## src/rtl/gesture_power_controller.sv

```systemverilog
// Hood power-state sequencer: button short/long press and two-sensor swipe gestures
// drive OFF / ARM_ON / ON / ARM_OFF, with registered status, arm state and pulses.
module gesture_power_controller #(
    parameter int unsigned LONG_PRESS = 300_000_000,
    parameter int unsigned GT_W       = 30
) (
    input  logic            clk,
    input  logic            rst,
    input  logic            power_button,
    input  logic            left_sensor,
    input  logic            right_sensor,
    input  logic [GT_W-1:0] gesture_time,
    output logic            power_status,
    output logic            power_on_pulse,
    output logic            power_off_pulse,
    output logic [1:0]      arm_state
);

    localparam int unsigned LP_W = $clog2(LONG_PRESS) + 1;
    localparam logic [LP_W-1:0] LP_LAST = LP_W'(LONG_PRESS - 1);

    typedef enum logic [1:0] {OFF, ARM_ON, ON, ARM_OFF} state_t;

    state_t          state, state_nx;
    logic [GT_W-1:0] timer, timer_nx;
    logic [LP_W-1:0] press_cnt, press_cnt_nx;
    logic            button_prev, left_prev, right_prev;
    logic            button_rise, left_rise, right_rise;
    logic            left_only, right_only;
    logic            gt_nonzero, powered, long_press;
    logic            status_nx, on_pulse_nx, off_pulse_nx;
    logic [1:0]      arm_nx;

    assign button_rise = power_button & ~button_prev;
    assign left_rise   = left_sensor & ~left_prev;
    assign right_rise  = right_sensor & ~right_prev;
    assign left_only   = left_rise & ~right_rise;
    assign right_only  = right_rise & ~left_rise;
    assign gt_nonzero  = (gesture_time != '0);
    assign powered     = (state == ON) || (state == ARM_OFF);
    assign long_press  = powered && power_button && (press_cnt == LP_LAST);

    always_comb begin
        state_nx = state;
        timer_nx = timer;
        unique case (state)
            OFF: begin
                if (button_rise) begin
                    state_nx = ON;
                end else if (left_only && gt_nonzero) begin
                    state_nx = ARM_ON;
                    timer_nx = gesture_time - 1'b1;
                end
            end
            ARM_ON: begin
                // Matching edge wins over the timeout in the timer==0 cycle.
                if (button_rise || right_only) begin
                    state_nx = ON;
                end else if (timer == '0) begin
                    state_nx = OFF;
                end else begin
                    timer_nx = timer - 1'b1;
                end
            end
            ON: begin
                if (long_press) begin
                    state_nx = OFF;
                end else if (right_only && gt_nonzero) begin
                    state_nx = ARM_OFF;
                    timer_nx = gesture_time - 1'b1;
                end
            end
            ARM_OFF: begin
                if (long_press || left_only) begin
                    state_nx = OFF;
                end else if (timer == '0) begin
                    state_nx = ON;
                end else begin
                    timer_nx = timer - 1'b1;
                end
            end
            default: state_nx = OFF;
        endcase

        press_cnt_nx = (powered && power_button && !long_press) ? press_cnt + 1'b1 : '0;

        status_nx    = (state_nx == ON) || (state_nx == ARM_OFF);
        on_pulse_nx  = (state_nx == ON) && ((state == OFF) || (state == ARM_ON));
        off_pulse_nx = (state_nx == OFF) && powered;
        arm_nx       = {state_nx == ARM_OFF, state_nx == ARM_ON};
    end

    always_ff @(posedge clk or negedge rst) begin
        if (!rst) begin
            state           <= OFF;
            timer           <= '0;
            press_cnt       <= '0;
            button_prev     <= 1'b0;
            left_prev       <= 1'b0;
            right_prev      <= 1'b0;
            power_status    <= 1'b0;
            power_on_pulse  <= 1'b0;
            power_off_pulse <= 1'b0;
            arm_state       <= '0;
        end else begin
            state           <= state_nx;
            timer           <= timer_nx;
            press_cnt       <= press_cnt_nx;
            button_prev     <= power_button;
            left_prev       <= left_sensor;
            right_prev      <= right_sensor;
            power_status    <= status_nx;
            power_on_pulse  <= on_pulse_nx;
            power_off_pulse <= off_pulse_nx;
            arm_state       <= arm_nx;
        end
    end

endmodule

```

## config.mk

```make
export PLATFORM = sky130hd
export DESIGN_NAME = gesture_power_controller
export DESIGN_NICKNAME = d
export VERILOG_FILES = /design/src/rtl/gesture_power_controller.sv
export SDC_FILE = /design/constraint.sdc
export NUM_CORES = 1
export LEC_CHECK = 0
export CAP_MARGIN = 20
export CORE_ASPECT_RATIO = 1.2
export CORE_MARGIN = 2
export CORE_UTILIZATION = 45
export CTS_BUF_LIST = sky130_fd_sc_hd__clkbuf_16
export CTS_CLUSTER_DIAMETER = 150
export DETAILED_ROUTE_END_ITERATION = 12
export GPL_TIMING_DRIVEN = 0
export SLEW_MARGIN = 10
export SYNTH_ARGS = -nofsm -noshare
export SYNTH_HDL_FRONTEND = slang
export SYNTH_SLANG_ARGS = --single-unit
```

## constraint.sdc

```tcl
create_clock -name clk -period 5.5 [get_ports clk]
set_input_delay 1.1 -clock clk [delete_from_list [all_inputs] [get_ports clk]]
set_output_delay 1.1 -clock clk [all_outputs]
set_load 0.01 [all_outputs]
```

After elaboration in Yosys (flattened, before gate mapping). Cells that the tools add are included.

Register bits after elaboration: 70. Bits of input ports: 35. Output and inout bits: 5. Word-level logic and storage cells: 72.

Add/subtract/negate cells: 3. Equality and inequality tests: 13. Muxes and demuxes: 18. Bitwise gates (word level): 10. Reduce and logical (&&, ||, !) cells: 18.

Operators with widths (count): 2-to-1 mux 30 bit (8); one-hot mux 30 bit (4 select lines) (1); subtractor 30 x 1 -> 30 bit (second input constant) (2); adder 30 x 1 -> 30 bit (second input constant) (1); == test 30 x 29 -> 1 bit (second input constant) (1); logical NOT 30 bit (1); nonzero test 30 bit (1); 2-to-1 mux 2 bit (8); != test 2 bit (second input constant) (5); == test 2 bit (second input constant) (4); one-hot mux 2 bit (4 select lines) (1); logical AND 1 bit (7); AND reduction 6 bit (1); bitwise AND 1 bit (5); logical OR 1 bit (5); inverter 1 bit (5); == test 2 x 1 -> 1 bit (second input constant) (2); logical NOT 2 bit (2); != test 2 x 1 -> 1 bit (second input constant) (1); logical NOT 1 bit (1).

Longest topological paths before layout.
Depth in word-level cells: 10. Mapped depth: 13. Mapped depth without buffers: 7.

Least setup slack after synthesis. Ideal clock, no wire load.

Path type: flip-flop to flip-flop. Start point: register state[0]. End point: register timer[24]. Setup time: 136 ps. Arrival: 3392 ps. Required time: 5364 ps. Slack: 1973 ps. Stages on the path, launching flop included: 14. Clock period less this slack: 3527 ps. Path through: dfrtp_1 -> buf_2 -> buf_1 -> clkbuf_1 -> clkbuf_1 -> clkbuf_1 -> mux2i_1 -> ha_1 -> clkbuf_1 -> nand4_1 -> clkbuf_1 -> o21a_1 -> a2111oi_0 -> nor4_1.

Longest elaborated chain between the ends: 7. Elaborated cells on any way between the ends: 16. Classes of those cells: eq/ne: 9; mux: 1; reduce/logical: 6.

RTL lines: start: declaration (line 24) `state_t state, state_nx;`; start signal: assignment (line 106) `state <= state_nx;`; == test 2 bit (line 40, 46); logical OR 1 bit (line 40) `assign powered = (state == ON) || (state == ARM_OFF);`; logical AND 1 bit (2 in series) (line 41) `assign long_press = powered && power_button && (press_cnt == LP_LAST);`; logical OR 1 bit (line 74) `if (long_press || left_only) begin`; != test 2 bit (no line); AND reduction 6 bit (no line); end signal: assignment (line 107) `timer <= timer_nx;`; end: declaration (line 25) `logic [GT_W-1:0] timer, timer_nx;`.

Several ways; a longest one is shown, not always the timed one. A chain may end at the register's enable or synchronous reset.

Worst setup path after layout. Ends and elaborated chain as after synthesis.

==> impl_metrics.toml <==
[detailed_routing]
wl_met2_um = 7680
remaining_drc_errors = 0
met3_length_um = 678
drt-met1-wl_um = 6050
detailroute.via_count = 4713
vias_per_cell = 6.40
route.final.wire_length_um = 15000
first_pass_iters = 5
wire_per_inst_um = 20.3
dr_iter_0_viols = 465
drt.antenna.violating_nets = 0
topRoutingLayerUsed = "met4"

[global_routing]
first_global_vias = 4677
grt.overflow.total = 0
grt_max_degree = 59
grt_usage_pct = 27.1
grt_pass1_wl_um = 24200
grt_antenna_before_repair = 0

[worst_setup_path]
crit_family = "buffers and inverters"
setup.worst_path.start = "state[0]"
crit_end = "timer[24]"
r2r-end = "timer[24]"
ordered_list_of_cells_on_the_worst_path = "buf_2 -> buf_1 -> clkbuf_1 -> clkbuf_1 -> clkbuf_2 -> mux2i_1 -> ha_1 -> clkbuf_1 -> nand4_1 -> clkbuf_1 -> o21a_1 -> a2111oi_0 -> nor4_1"
crit_required_ns = 5.71
crit-reg2reg-launch = "state[0]"
cpMostUsedCell = "sky130_fd_sc_hd__clkbuf_1"
critical_path.endpoint_type = "register"
critical_path_top_delay_cell = "sky130_fd_sc_hd__clkbuf_1"
critPathMaxFanout = 10
critical_path.max_stage_delay_ns = 0.52
worst-endpoint-arrival_ns = 5.32
reg2reg_setup_slack_ns = 0.38
worstRegToRegCells = 13
critical_path.startpoint_type = "register"
worstSetupPathType = "register to register"
crit_buf_inv = 7
crit_cells = 13

[floorplanning]
initial_util_pct = 45.5
core_area_um2 = 10400
die_width_um = 97.7
die_height_um = 116
rows = 41
top_level_ports = 40
die-area_um2 = 11400

[final_layout]
post_route_cells_drive_above_1_share_pct = 5.77
layout_commonest_cell = "sky130_fd_sc_hd__dfrtp_1"
syn2layout_area_growth_pct = 17.7
most-common-layout-cells = "sky130_fd_sc_hd__dfrtp_1, sky130_fd_sc_hd__nor3_1, sky130_fd_sc_hd__nor2_1, sky130_fd_sc_hd__clkdlybuf4s50_1, sky130_fd_sc_hd__nor4_1"
multi_input_area_um2 = 2820
finalNetCount = 639
finalInstanceArea_um2 = 5580
fill_cells = 999
layout.area.seq_um2 = 1750
final_core_util_pct = 53.6
stdcell_count = 736
antenna_cells_inserted = 0

[clock_network]
postCtsSetupBuffers = 0
cts_made_buffers = 9
worst_setup_hold_path_clk_slew_ns = 0.05
cts.sinks = 70
cts_root_buf = "sky130_fd_sc_hd__clkbuf_16"
cts-htree-levels = 3
cts_tree = "built"
worst_skew_pair.late_latency_ns = 0.34
cts.path.max_buffers = 2

[synthesis]
postSynthCellCount = 551
synth_enable_flop_cells = 0
yosysWarnings = 0
syn_area_um2 = 4740
synth.net_count = 588
netlist-cell-type-count = 62
synth.yosys.seq_area_share_pct = 36.9
async_flop_share_pct = 100
syn-mean-instance-area_um2 = 8.61
synth-main-ff-cell = "sky130_fd_sc_hd__dfrtp_1"
yosys_register_bits = 70

[hold_path]
type_of_the_worst_min_delay_path = "register to register"

[outcome]
result_of_the_run = "finished clean"

[placement]
placedCellCount = 720
hpwl_um = 10800
preCtsSetupSlack_ns = 0.431
routabilityCongestion = 0.924
placed_area_um2 = 5320
port_buffers = 39

[timing]
timing.final.ws_setup_ns = 0.383
worst_slew_margin_rel_pct = 39.5
tightestPinTransition_ns = 0.899
fmax_mhz = 195
rsz_0062_raised_after_global_routing = "false"
period_minus_slack_ns = 5.12
tns_ns = 0
final_report_max_slew_violation_count = 0
final.setup_skew_ns = 0.00439
timing_hold_violations_final = 0
setup_viol = 0
holdWs_ns = 0.477
final_min_period_over_clock_period_pct = 93.0

[power_and_ir_drop]
post-layout-total-power_mw = 2.30
leakagePower_nw = 1.96
power.ir.vdd_worst_mv = 0.149
powerDensity_nw_per_um2 = 412

[job]
cap_violations = 0
[sequential cells by signal (all words and copies together) (netlist names)]
name	count
right_prev	1
state	2
button_prev	1
timer	30
arm_state	2
power_status	1
left_prev	1
power_off_pulse	1
press_cnt	30
power_on_pulse	1
[cells by family (layout without fill, tap and decap cells)]
| kind of cell | count (synthesis) | after routing | share of synthesized area (%) |
|---|---|---|---|
| buffers and inverters | 39 | 95 | 3.56 |
| XOR/XNOR | 45 | 45 | 8.31 |
| flip-flops | 70 | 70 | 36.9 |
| AO/OA/AOI/OAI | 104 | 104 | 16.3 |
| adder cells (fa/ha/maj) | 2 | 2 | 0.528 |
| multiplexers | 5 | 5 | 1.11 |
| AND/OR/NAND/NOR | 286 | 286 | 33.3 |
[area by class of cell]
type | count | share of cell area [%]
sequential | 70 | 31.4
timing repair buffer | 40 | 7.45
clock inverter | 7 | 0.606
multi-input combinational | 442 | 50.6
clock buffer | 9 | 4.04
tap | 129 | 2.89
buffer | 32 | 2.58
inverter | 7 | 0.471
[per-layer routing]
layer,GRT usage (%),vias up
met5,0,-
met4,13.7,0
met3,3.95,40
met2,49.3,156
met1,31.4,2291
li1,-,2226
[synthesized netlist by cell type (all sizes together) (6+ instances only)]
cell | instances | area [µm²]
xor2 | 24 | 210
nand2 | 18 | 67.6
o221ai | 11 | 96.3
or2 | 7 | 43.8
buf | 7 | 48.8
nor3b | 7 | 52.6
clkbuf | 25 | 93.8
and4 | 14 | 125
and3 | 6 | 37.5
or4 | 7 | 56.3
nor3 | 63 | 315
inv | 6 | 22.5
nor2 | 52 | 195
nand3 | 27 | 135
a21oi | 24 | 120
xnor2 | 21 | 184
nor4 | 31 | 194
nand4 | 18 | 113
o21ai | 13 | 68.8
a2111oi | 7 | 61.3
and2 | 11 | 68.8
dfrtp | 70 | 1750
or3 | 9 | 56.3
o31a | 6 | 52.6
[how the worst min path moves through the flow]
stage | startpoint | to | slack (ns) | depth (start not counted)
finish | press_cnt[0] | press_cnt[0] | 0.48 | 1
global route | press_cnt[0] | press_cnt[0] | 0.52 | 1
CTS | press_cnt[0] | press_cnt[0] | 0.48 | 1
detailed placement | press_cnt[0] | press_cnt[0] | 0.48 | 1
global placement | press_cnt[0] | press_cnt[0] | 0.47 | 1
floorplan | press_cnt[0] | press_cnt[0] | 0.45 | 1
[timing repair]
action | in CTS | in global routing
hold buffers | 0 | 0
setup endpoints to repair | 0 | 1
resized for setup | 0 | 2
[report_power, final]
group | leakage, nW | total (mW) | switching, mW | internal (mW)
combinational | 0.939 | 0.949 | 0.567 | 0.382
sequential | 0.896 | 0.835 | 0.177 | 0.658
clock | 0.127 | 0.512 | 0.215 | 0.297
total | 1.96 | 2.30 | 0.960 | 1.34
Power figures use the tool's default switching activity.
==> RTL change 1: new RTL, same settings <==
The parameter `LONG_PRESS` goes from 300_000_000 to 150_000_000.
--- a/src/rtl/gesture_power_controller.sv
+++ b/src/rtl/gesture_power_controller.sv
@@ -1,7 +1,7 @@
 // Hood power-state sequencer: button short/long press and two-sensor swipe gestures
 // drive OFF / ARM_ON / ON / ARM_OFF, with registered status, arm state and pulses.
 module gesture_power_controller #(
-    parameter int unsigned LONG_PRESS = 300_000_000,
+    parameter int unsigned LONG_PRESS = 150_000_000,
     parameter int unsigned GT_W       = 30
 ) (
     input  logic            clk,
Check against the original RTL: same outputs for any inputs over 10 cycles, from zero or initial values and one cycle with rst low; that may be too few to reach the edited logic, so the function may still have changed.
==> RTL change 1 against the original RTL <==
Final area down 4.8%; wire length down 13%; setup slack worse by 0.091 ns; sequential cell count down 1; power down 3.3%; fmax down 1.8%; synthesized cell count down 6.4%; core utilization up 1.9 points; first-iteration DRC count down 32%; synthesized area down 6.4%; critical path type unchanged; largest cell class unchanged.
==> RTL change 1: results (changes against the original RTL) <==
Placement
  – Post-place instance area: 0.005009 sq mm (-5.8%)
  – Placement Setup Slack: 0.2367 ns (-0.1942 ns)
  – DP HPWL: 9395 microns (-13%)
  – Final Wtd Congestion: 0.9280 (+0.49%)
  – Port buffer count: 39 (unchanged)
  – Placed Cells: 679 (-5.7%)

GRT
  – Initial antenna violation count: 0 (unchanged)
  – Largest net degree at the start of global routing: 48 (-19%)
  – GRT Total Usage: 0.2604 (-0.01102)
  – Global-route wire length before repair: 21,450 microns (-11%)

STA
  – FMAX: 0.1920 GHz (-1.8%)
  – Final hold slack: 0.4876 ns (+0.01037 ns)
  – Actual slew at the worst max-slew pin: 0.8427 ns (-0.05596 ns)
  – Layout Skew: 0.005817 ns (+0.001432 ns)

Clock network
  – Worst-Skew Late Latency: 0.34 ns (about the same)
  – Clock root buffer: clkbuf_16
  – H-tree lvl count: 3 (unchanged)
  – Postcts setup bufs: 0 (unchanged)
  – Clk pin slew, worst setup/hold paths: 0.06 ns
  – Bufs on Longest Clock Path: 2 (unchanged)
  – Total CTS buffers: 9 (unchanged)

Critical path
  – Reg2reg path depth: 15 (+2)
  – Reg-to-Reg End: timer[14]
  – Reg-to-reg slack, setup: 0.29 ns (-0.09 ns)
  – Max stage delay on crit path: 0.50 ns (-0.02 ns)
  – CP Max Fanout: 10 (unchanged)
  – Critical-path top delay cell: or3_1
  – Reg-to-Reg Start: state[0]
  – Arr. time, crit path: 5.42 ns (+0.10 ns)
  – Top delay family on crit path: buffers and inverters

Hold path
  – Hold Startpoint: press_cnt[0]
  – Hold Crit Endpoint: press_cnt[0]
  – Worst hold path type: reg -> reg
  – Hold path depth: 1 (unchanged)

Power
  – Sequential power share: 0.352 (-0.012)
  – Combinational power: 850 uW (-10%)
  – Clock power frac: 0.266 (+0.043)
  – IR drop worst, VDD: 0.1948 mV (+31%)
  – Switching share of power: 0.4086 (-0.009350)
  – LEAKAGE: 0.002010 uW (+2.5%)

Synthesis
  – Sequential fraction of the synthesis area: 0.3890 (+0.01956)
  – Syn avg cell area: 8.603 sq um (about the same)
  – Ys async rst share: 1.000 (unchanged)
  – Post-synth net total: 553 (-6.0%)
  – Synth top area cells: dfrtp_1 39%, nor2_1 5.8%, xor2_1 4.5%, nor3_1 3.8%, a21oi_1 3.6%
  – Synth cell count leaders: 69 x dfrtp_1, 69 x nor2_1, 35 x nand2_1
  – Synthesis Warnings: 0 (unchanged)
  – Distinct cells, synth: 68 (+9.7%)

Finish
  – Final nets: 604 (-5.5%)
  – Layout cell share with drive strength beyond 1: 0.08916 (+0.03150)
  – Inserted Diodes: 0 (unchanged)
  – Top Registers: timer: 30 flops, press_cnt: 29 flops

Routing
  – Detailed Route Iter0 Violations: 314 (-32%)
  – Router iterations before antenna repair: 5 (unchanged)
  – Via count: 4,204 (-11%)
  – Avg WL per Cell: 18.74 microns (-7.8%)
  – Via density: 6.049 (-5.5%)

Outcome
  – Outcome: finished, final reports clean
[RTL change 1: cell types whose count changed after synthesis, sizes merged, moves of 10 or more]
cell / unedited run / this run
nor3: 63 / 35
and4: 14 / 2
clkbuf: 25 / 10
nand2: 18 / 35
o21ai: 13 / 27
nand3: 27 / 17
nor2: 52 / 70
nor4: 31 / 13
[RTL change 1: area by class of cell]
class | count | area (sq um)
Multi-Input combinational cell | 416 | 2579
Clock buffer | 9 | 225.2
Inverter | 11 | 41.29
Buffer | 20 | 95.09
Tap cell | 123 | 153.9
Clock inverter | 7 | 73.82
Fill cell | 910 | 4254
Timing Repair Buffer | 40 | 415.4
Sequential cell | 69 | 1727
[RTL change 1: how the worst max path moves through the flow]
stage | cells past startpoint | start | endpoint
after detailed placement | 15 | state[0] | timer[14]
after floorplan | 15 | state[0] | timer[14]
after global routing | 15 | state[0] | timer[14]
after global placement | 14 | state[0] | timer[14]
after CTS | 15 | state[0] | timer[14]
final | 15 | state[0] | timer[14]
[RTL change 1: kinds of logic after synthesis]
kind of cell | synth area share
adder cells (fa/ha/maj) | 0.005636
XOR/XNOR | 0.07497
AND/OR/NAND/NOR | 0.2883
flip-flops | 0.3890
buffers and inverters | 0.03016
multiplexers | 0.03241
AO/OA/AOI/OAI | 0.1795
[RTL change 1: routing by layer]
metal | share of wire | vias up | global-route usage
li1 | - | 2014 | -
met1 | 0.41 | 2003 | 0.3160
met2 | 0.49 | 148 | 0.4279
met3 | 0.059 | 39 | 0.04794
met4 | 0.043 | 0 | 0.1527
met5 | 0 | - | 0
[RTL change 1: what timing repair did]
| item | CTS | global route |
|---|---|---|
| gates resized for setup | 0 | 4 |
| endpoints found under the setup margin | 0 | 1 |
| hold buffers | 0 | 0 |
==> RTL change 2: new RTL, same settings <==
Without the edit above. Add an input register stage for `power_button`, `left_sensor`, `right_sensor` and `gesture_time`; this delays them by one clock.
--- a/src/rtl/gesture_power_controller.sv
+++ b/src/rtl/gesture_power_controller.sv
@@ -21,6 +21,18 @@
 
     typedef enum logic [1:0] {OFF, ARM_ON, ON, ARM_OFF} state_t;
 
+    logic power_button_q;
+    logic left_sensor_q;
+    logic right_sensor_q;
+    logic [GT_W-1:0] gesture_time_q;
+
+    always_ff @(posedge clk) begin
+        power_button_q <= power_button;
+        left_sensor_q  <= left_sensor;
+        right_sensor_q <= right_sensor;
+        gesture_time_q <= gesture_time;
+    end
+
     state_t          state, state_nx;
     logic [GT_W-1:0] timer, timer_nx;
     logic [LP_W-1:0] press_cnt, press_cnt_nx;
@@ -31,14 +43,14 @@
     logic            status_nx, on_pulse_nx, off_pulse_nx;
     logic [1:0]      arm_nx;
 
-    assign button_rise = power_button & ~button_prev;
-    assign left_rise   = left_sensor & ~left_prev;
-    assign right_rise  = right_sensor & ~right_prev;
+    assign button_rise = power_button_q & ~button_prev;
+    assign left_rise   = left_sensor_q & ~left_prev;
+    assign right_rise  = right_sensor_q & ~right_prev;
     assign left_only   = left_rise & ~right_rise;
     assign right_only  = right_rise & ~left_rise;
-    assign gt_nonzero  = (gesture_time != '0);
+    assign gt_nonzero  = (gesture_time_q != '0);
     assign powered     = (state == ON) || (state == ARM_OFF);
-    assign long_press  = powered && power_button && (press_cnt == LP_LAST);
+    assign long_press  = powered && power_button_q && (press_cnt == LP_LAST);
 
     always_comb begin
         state_nx = state;
@@ -49,7 +61,7 @@
                     state_nx = ON;
                 end else if (left_only && gt_nonzero) begin
                     state_nx = ARM_ON;
-                    timer_nx = gesture_time - 1'b1;
+                    timer_nx = gesture_time_q - 1'b1;
                 end
             end
             ARM_ON: begin
@@ -67,7 +79,7 @@
                     state_nx = OFF;
                 end else if (right_only && gt_nonzero) begin
                     state_nx = ARM_OFF;
-                    timer_nx = gesture_time - 1'b1;
+                    timer_nx = gesture_time_q - 1'b1;
                 end
             end
             ARM_OFF: begin
@@ -82,7 +94,7 @@
             default: state_nx = OFF;
         endcase
 
-        press_cnt_nx = (powered && power_button && !long_press) ? press_cnt + 1'b1 : '0;
+        press_cnt_nx = (powered && power_button_q && !long_press) ? press_cnt + 1'b1 : '0;
 
         status_nx    = (state_nx == ON) || (state_nx == ARM_OFF);
         on_pulse_nx  = (state_nx == ON) && ((state == OFF) || (state == ARM_ON));
@@ -106,9 +118,9 @@
             state           <= state_nx;
             timer           <= timer_nx;
             press_cnt       <= press_cnt_nx;
-            button_prev     <= power_button;
-            left_prev       <= left_sensor;
-            right_prev      <= right_sensor;
+            button_prev     <= power_button_q;
+            left_prev       <= left_sensor_q;
+            right_prev      <= right_sensor_q;
             power_status    <= status_nx;
             power_on_pulse  <= on_pulse_nx;
             power_off_pulse <= off_pulse_nx;
Check against the original RTL: not equivalent (Yosys sat finds a counterexample within 4 cycles, from zero or initial values and one cycle with rst low).
==> RTL change 2 against the original RTL <==
Worst hold slack got worse by 0.13 ns; power increased by 18%; synthesized area increased by 11%; setup slack improved by 0.087 ns; final area increased by 10%; via count decreased by 3.9%; count of clock-buffer cells in the layout unchanged; global-route usage decreased by 2.8 points; core utilization decreased by 0.053 points; non-clock buffer count decreased by 7; wire length decreased by 3.9%; sequential cell count increased by 33; cell count increased by 5.4%; critical path type unchanged; critical endpoint is now timer[28]; largest cell class unchanged.
==> RTL change 2: results (changes against the original RTL) <==
Critical path
  – Max stage delay on crit path: 0.58 ns (+0.06 ns)
  – Critical-path top delay cell: buf_1

Routing
  – Via density: 5.836 (-8.9%)
  – Post-Route WL: 14,370 microns (-3.9%)
  – Detailed Route Iter0 Violations: 261 (-44%)
  – Met2 Wirelength: 7085 microns (-7.7%)

Finish
  – Top Registers: gesture_time_q: 30 flops, press_cnt: 30 flops, timer: 30 flops
  – Sequential share of cell area: 0.3915 (+0.07750)
  – Post-layout instance area: 0.006162 sq mm (+10%)
  – Clock Network Area Fraction: 0.04365 (-0.002768)
  – Number of non-clock inverters: 8 (+1)
  – Fill count: 1,091 (+9.2%)
  – Repair and plain buffers: 65 (-9.7%)
  – Multi-input logic area: 0.002715 sq mm (-3.8%)
  – Multi-input gates: 427 (-3.4%)
  – Final non-clock buffer share: 0.08751 (-0.01273)
  – Layout cell share with drive strength beyond 1: 0.07916 (+0.02150)
  – Non-Filler Instances: 776 (+5.4%)

Synthesis
  – Ys async rst share: 0.6796 (-0.3204)
  – Post-synth net total: 600 (+2.0%)
  – Compound-Gate Fraction of Synth Area: 0.1339 (-0.02868)
  – Distinct cells, synth: 69 (+11%)
  – Post-Syn Instances: 563 (+2.2%)
  – Synth cell count leaders: 70 x dfrtp_1, 62 x nor2_1, 44 x nand2_1
  – Adder-Cell Fraction of Synth Area: 0.004738 (-0.0005388)
  – Number of synthesized register bits: 103 (+47%)
  – XOR/XNOR share of the synthesized area: 0.08292 (-0.0001947)
  – Sequential fraction of the synthesis area: 0.4568 (+0.08737)

STA
  – Layout Skew: 0.009872 ns (+0.005487 ns)
  – Final hold slack: 0.3480 ns (-0.1292 ns)

GRT
  – Vias in the first global route: 4,443 (-5.0%)
  – Global-route wire length before repair: 23,180 microns (-4.2%)
  – Met3 usage: 0.04157 (+0.002074)
  – GRT Total Usage: 0.2431 (-0.02830)
  – Largest net degree at the start of global routing: 60 (+1.7%)

Power
  – IR drop worst, VDD: 0.1727 mV (+16%)
  – Switching share of power: 0.3958 (-0.02210)
  – LEAKAGE: 0.002315 uW (+18%)

Placement
  – Placed Cells: 760 (+5.6%)
  – Post-place instance area: 0.005893 sq mm (+11%)
  – Placement Setup Slack: 0.5188 ns (+0.08797 ns)
  – DP HPWL: 10,120 microns (-6.4%)
  – Final Wtd Congestion: 0.8571 (-7.2%)

Outcome
  – Outcome: finished, final reports clean

Clock network
  – Clk pin slew, worst setup/hold paths: 0.07 ns (+0.02 ns)
-- RTL change 2: changes by cell type after synthesis, moves of 8 or more --
| cell | delta |
|---|---|
| o221ai_1 | -8 |
| and4_1 | -9 |
| nor4_1 | -14 |
| a221o_1 | +10 |
| nand4_1 | -9 |
| clkbuf_1 | -14 |
| dfxtp_1 | +33 |
| nor3_1 | -30 |
| nor2_1 | +10 |
| nand2_1 | +26 |
-- RTL change 2: power by group through the flow --
stage / registers, uW / logic, uW / clock network [uW]
CTS: 1100 / 1010 / 604
floorplan: 1060 / 697 / 0
global route: 1130 / 1110 / 633
detailed placement: 1110 / 1010 / 0
global placement: 1110 / 990 / 0
finish: 1100 / 1020 / 591
-- RTL change 2: path summary, 6_finish.rpt --
check	startpoint	endpoint	depth (start not counted)
setup / recovery	state[0]	timer[28]	15
hold reg to reg	right_sensor_q	right_prev	0
setup reg to reg	state[0]	timer[28]	15
max in group asynchronous	rst	timer[24]	2
min in group asynchronous	rst	timer[11]	1
hold / removal	right_sensor_q	right_prev	0
